### src/rtl/scan139_pkg.sv
// scan139_pkg: shared state type, channel width and cyclic next-channel search for the scan sequencer.
package scan139_pkg;
  localparam int CH_W = 2;
  typedef enum logic [1:0] {IDLE, BLANK, ACTIVE} state_e;
  typedef struct packed {
    logic            valid;
    logic            wrapped;
    logic [CH_W-1:0] ch;
  } pick_t;
  function automatic pick_t next_ch(input logic [3:0] mask, input logic [CH_W-1:0] cur);
    pick_t p;
    logic [CH_W-1:0] c;
    p = '0;
    for (int i = 4; i >= 1; i--) begin
      c = cur + CH_W'(i);
      if (mask[c]) begin
        p.valid = 1'b1;
        p.ch    = c;
      end
    end
    p.wrapped = p.valid && (p.ch <= cur);
    return p;
  endfunction
endpackage

### src/rtl/scan139_timer.sv
// scan139_timer: loadable down-counter that parks at zero, shared by the blank and dwell phases.
module scan139_timer #(
  parameter int W = 8
) (
  input  logic         clk_i,
  input  logic         rst_ni,
  input  logic         load_i,
  input  logic [W-1:0] val_i,
  output logic         zero_o
);
  logic [W-1:0] cnt_q, cnt_d;
  assign zero_o = cnt_q == '0;
  always_comb cnt_d = load_i ? val_i : (zero_o ? cnt_q : cnt_q - 1'b1);
  always_ff @(posedge clk_i or negedge rst_ni)
    if (!rst_ni) cnt_q <= '0;
    else cnt_q <= cnt_d;
endmodule

### src/rtl/scan_sequencer_139.sv
// scan_sequencer_139: drives G/A/B of a 2-to-4 decoder through a masked channel scan with blanking gaps.
module scan_sequencer_139
  import scan139_pkg::*;
#(
  parameter int BLANK_CYC = 1,
  parameter int DWELL_W   = 8
) (
  input  logic               clk_i,
  input  logic               rst_ni,
  input  logic               en_i,
  input  logic               oneshot_i,
  input  logic [3:0]         mask_i,
  input  logic [DWELL_W-1:0] dwell_i,
  output logic               g_o,
  output logic               a_o,
  output logic               b_o,
  output logic [CH_W-1:0]    ch_o,
  output logic               busy_o,
  output logic               done_o
);
  localparam int TW = DWELL_W > 4 ? DWELL_W : 4;
  state_e          state_q, state_d;
  logic            g_q, g_d, busy_q, busy_d, done_q, done_d;
  logic [CH_W-1:0] ch_q, ch_d;
  logic            load, zero;
  logic [TW-1:0]   val;
  pick_t           pick;
  // From IDLE, searching after channel 3 yields the lowest set mask bit.
  assign pick = next_ch(mask_i, state_q == IDLE ? CH_W'(3) : ch_q);
  scan139_timer #(.W(TW)) u_timer (
    .clk_i (clk_i),
    .rst_ni(rst_ni),
    .load_i(load),
    .val_i (val),
    .zero_o(zero)
  );
  always_ff @(posedge clk_i or negedge rst_ni)
    if (!rst_ni) begin
      state_q <= IDLE;
      g_q     <= 1'b1;
      ch_q    <= '0;
      busy_q  <= 1'b0;
      done_q  <= 1'b0;
    end else begin
      state_q <= state_d;
      g_q     <= g_d;
      ch_q    <= ch_d;
      busy_q  <= busy_d;
      done_q  <= done_d;
    end
  always_comb begin
    state_d = state_q;
    load    = 1'b0;
    val     = '0;
    if (!en_i) state_d = IDLE;
    else
      case (state_q)
        IDLE:
          if (pick.valid) begin
            state_d = BLANK;
            load    = 1'b1;
            val     = TW'(BLANK_CYC - 1);
          end
        BLANK:
          if (zero) begin
            state_d = ACTIVE;
            load    = 1'b1;
            val     = TW'(dwell_i);
          end
        ACTIVE:
          if (zero) begin
            if (!pick.valid || (oneshot_i && pick.wrapped)) state_d = IDLE;
            else begin
              state_d = BLANK;
              load    = 1'b1;
              val     = TW'(BLANK_CYC - 1);
            end
          end
        default: state_d = IDLE;
      endcase
  end
  // The address moves only on entry to BLANK, the same edge that raises G.
  always_comb begin
    g_d    = state_d != ACTIVE;
    busy_d = state_d != IDLE;
    ch_d   = (state_d == BLANK && state_q != BLANK) ? pick.ch : ch_q;
    done_d = en_i && state_q == ACTIVE && zero && oneshot_i && pick.valid && pick.wrapped;
  end
  assign g_o    = g_q;
  assign a_o    = ch_q[0];
  assign b_o    = ch_q[1];
  assign ch_o   = ch_q;
  assign busy_o = busy_q;
  assign done_o = done_q;
endmodule

### config.mk
export PLATFORM = sky130hd
export DESIGN_NAME = scan_sequencer_139
export DESIGN_NICKNAME = d
export VERILOG_FILES = /design/src/rtl/scan139_pkg.sv /design/src/rtl/scan139_timer.sv /design/src/rtl/scan_sequencer_139.sv
export SDC_FILE = /design/constraint.sdc
export NUM_CORES = 1
export LEC_CHECK = 0
export BUFFER_PORTS_ARGS = -buffer_cell sky130_fd_sc_hd__buf_2
export CAP_MARGIN = 20
export CORE_MARGIN = 4
export CORE_UTILIZATION = 30
export CTS_CLUSTER_SIZE = 14
export DETAILED_ROUTE_END_ITERATION = 6
export GPL_ROUTABILITY_DRIVEN = 0
export SYNTH_ARGS = -nofsm -noshare
export SYNTH_HDL_FRONTEND = slang
export SYNTH_SLANG_ARGS = --single-unit
export TNS_END_PERCENT = 10
### constraint.sdc
create_clock -name clk_i -period 4.3 [get_ports clk_i]
set_input_delay 0.215 -clock clk_i [delete_from_list [all_inputs] [get_ports clk_i]]
set_output_delay 0.215 -clock clk_i [all_outputs]
set_load 0.03 [all_outputs]
==> results.py <==
metrics = {
    "critical_path": {
        "cpPeakStageDelay_ns": 0.63,
        "worst_r2r_endpoint": "ch_o[1]",
        "critPathTopFamily": "compound AO/OA/AOI/OAI gates",
        "critical_path_buf_inv_count": 0,
        "timing.reg2reg.setup_slack_ns": 1.72,
        "crit-reg2reg-launch": "ch_o[0]",
        "path_class": "reg2reg",
        "timing.critical_path.cells": "o2bb2ai_1, o22ai_1, a22o_1, ha_1, a21oi_1, a41oi_4, o21ai_2, mux2_1",
        "cpMaxStageDelayCell": "sky130_fd_sc_hd__dfrtp_1",
        "r2r.worst_path.cells": 8,
        "worst-path-max-fanout": 17,
        "cp.arrival_ns": 2.71,
        "critPathLaunchType": "register",
        "worst_setup_path_end_kind": "register",
        "critical_path_required_ns": 4.43,
    },
    "clocking": {
        "number_of_buffers_inserted_during_clock_tree_synthesis": 3,
        "clock_insertion_delay_worst_skew_ns": 0.25,
        "root_buffer": "sky130_fd_sc_hd__clkbuf_8",
        "number_of_sinks_driven_by_the_clock_tree": 15,
        "cts-resized-gates": 0,
        "cts-htree-levels": 1,
        "tritoncts": "yes",
        "clockBufferDepth": 2,
        "clk_pin_slew_worst_paths_ns": 0.06,
    },
    "placement": {
        "detailed_place_hpwl_um": 2180,
        "io_buffers": 22,
    },
    "synthesis": {
        "avgSynthCellArea_sq_um": 8.91,
        "postSynth.asyncResetShare": 1.00,
        "synthesis.instances": 143,
        "dominantRegCellSynth": "sky130_fd_sc_hd__dfrtp_1",
        "proportion_of_netlist_area_held_by_the_largest_area_contributor": 0.275,
        "synth-seq-cells": 15,
        "yosys.area.top_type": "sky130_fd_sc_hd__dfrtp_1",
        "synthDistinctLibCells": 56,
        "synth.yosys.warnings": 0,
        "synthAdderAreaFrac": 0.0196,
        "yosys-mux-area-fraction": 0.0265,
        "post_synthesis_instance_area_sq_um": 1270,
        "largest_family_of_logic_cells_by_synthesized_area": "compound AO/OA/AOI/OAI gates",
        "synth-compound-area-share": 0.367,
        "yosys-top-cells-area": "sky130_fd_sc_hd__dfrtp_1, sky130_fd_sc_hd__a22o_1, sky130_fd_sc_hd__a21oi_1",
        "synth-edff-count": 0,
        "synth.net_count": 161,
        "synth_sequential_area_ratio": 0.296,
        "simple_gate_fraction_of_synth_area": 0.185,
        "yosys.area_share.xor_xnor": 0.0275,
    },
    "timing": {
        "finalCritPeriodShare": 0.599,
        "fin_crit_ns": 2.58,
        "finalHoldViolations": 0,
        "fin_worst_skew_ns": 0.00262,
        "setup_viol": 0,
        "max_clock_freq_mhz": 388,
        "slew-limit-headroom": 0.483,
        "setup-tns-final_ns": 0,
        "rsz0062_at_grt": "false",
        "max_slew.worst_pin.slew_ns": 0.770,
        "maxSlewViolCount": 0,
    },
    "outcome": {
        "outcome": "complete, no violations",
    },
    "layout": {
        "commonest_non_fill_non_tap_cell_in_the_layout": "sky130_fd_sc_hd__buf_2",
        "final_nets": 180,
        "layout-area-overhead-vs-synth_pct": 12.5,
        "final_core_utilization": 0.353,
        "layout_common_cells": "sky130_fd_sc_hd__buf_2, sky130_fd_sc_hd__dfrtp_1, sky130_fd_sc_hd__nand2_1",
        "ratio_of_cells_with_drive_above_1_in_the_final_layout": 0.230,
        "antenna_diodes": 0,
    },
    "hold_path": {
        "timing.hold.worst_path_depth": 3,
        "class_of_the_most_critical_hold_timing_path": "in2reg",
        "worst_min_delay_path_endpoint": "u_timer.cnt_q[5]",
        "min-delay-start": "dwell_i[5]",
    },
    "die": {
        "std_cell_rows": 23,
        "design.die.area_sq_um": 5350,
        "dieWidth_um": 73.2,
        "die-height_um": 73.2,
        "ios": 23,
        "core_area_sq_um": 4060,
        "start_util": 0.314,
    },
    "power_and_ir_drop": {
        "powerDensity_nw_per_um2": 655,
        "power.static_leakage_nw": 0.603,
        "vdd_drop_max_uv": 177,
        "p_total_uw": 938,
    },
    "global_route": {
        "grt_start_max_net_pins": 18,
        "grt_antenna_before_repair": 0,
        "global_route_wire_length_before_repair_um": 4860,
        "grt_remaining_overflow": 0,
        "first_global_vias": 1051,
        "track_usage": 0.113,
    },
    "routing": {
        "post_drt_wl_per_cell_um": 13.5,
        "route.detailed.vias_per_inst": 5.35,
        "first_iter_violations": 32,
        "dr.pass1.iters": 4,
        "detail-route-antenna-nets": 0,
        "detailroute.via_count": 1129,
        "route.detailed.drc": 0,
        "wirelength_um": 2860,
    },
    "job": {
        "maxCapViolCount": 0,
    },
}
cells by family (layout without fill, tap and decap cells):
family / Yosys count / count (layout)
multiplexers: 3 / 3
flip-flops: 15 / 15
AO/OA/AOI/OAI: 57 / 57
adder cells (fa/ha/maj): 2 / 2
XOR/XNOR: 4 / 4
AND/OR/NAND/NOR: 45 / 45
buffers and inverters: 17 / 35
area by class of cell:
type | count | area [sq um]
clock inverter | 1 | 5.00
tap | 50 | 62.6
clock buffer | 3 | 41.3
fill | 430 | 2630
sequential | 15 | 377
inverter | 8 | 30.0
multi-input combinational | 111 | 797
timing repair buffer | 23 | 120
layer usage:
layer,GRT usage,share of wire
met3,0.0234,0.034
met4,0.0307,0.0066
met1,0.162,0.49
met2,0.171,0.47
met5,0,0
worst max-delay path by stage:
stage / from / to / slack [ns] / depth (start not counted)
floorplan: ch_o[0] / ch_o[0] / 1.79 / 9
global placement: ch_o[0] / ch_o[1] / 1.78 / 9
detailed placement: ch_o[0] / ch_o[0] / 1.74 / 8
CTS: ch_o[0] / ch_o[0] / 1.73 / 9
global route: ch_o[0] / ch_o[0] / 1.58 / 9
finish: ch_o[0] / ch_o[1] / 1.72 / 8
cell usage after synthesis (all sizes together) (3+ instances only):
library cell  count
a21oi             9
buf               8
inv               8
nor2             11
nor3              3
xnor2             3
dfrtp            14
nand2b            3
nand2            12
a22o              6
a32o              3
nand3             4
mux2              3
nand4             3
o21ai            10
state kept, by name, indices dropped and copies added, names as in the netlist:
name	count
u_timer.cnt_q	8
done_o	1
state_q	2
busy_o	1
ch_o	2
g_o	1
power by group:
| group | total, mW | switching, mW | internal [mW] |
|---|---|---|---|
| clock | 0.114 | 0.0502 | 0.0642 |
| combinational | 0.555 | 0.324 | 0.231 |
| sequential | 0.269 | 0.0791 | 0.190 |
repair_timing:
item | 4_1_cts | 5_1_grt
hold endpoints to repair | 14 | 0
setup buffers | 0 | 0
hold buffers | 1 | 0
through the flow:
stage | setup slack, ns | hold WS, ns | instance area (sq um) | std cells
3_3_place_gp | 1.78 | 0.138 | 1380 | 206
3_5_place_dp | 1.74 | 0.138 | 1380 | 206
2_1_floorplan | 1.79 | -0.0806 | 1270 | 143
5_1_grt | 1.58 | 0.189 | 1430 | 211
6_report | 1.72 | 0.175 | 1430 | 211
4_1_cts | 1.73 | 0.173 | 1430 | 211
worst register-to-register path: stages, from the launching register on:
cell                        delay, ns
sky130_fd_sc_hd__dfrtp_1         0.63
sky130_fd_sc_hd__o2bb2ai_1       0.27
sky130_fd_sc_hd__o22ai_1         0.11
sky130_fd_sc_hd__a22o_1          0.27
sky130_fd_sc_hd__ha_1            0.32
sky130_fd_sc_hd__a21oi_1         0.23
sky130_fd_sc_hd__a41oi_4         0.07
sky130_fd_sc_hd__o21ai_2         0.21
sky130_fd_sc_hd__mux2_1          0.34
(Power assumes the default switching activity.)
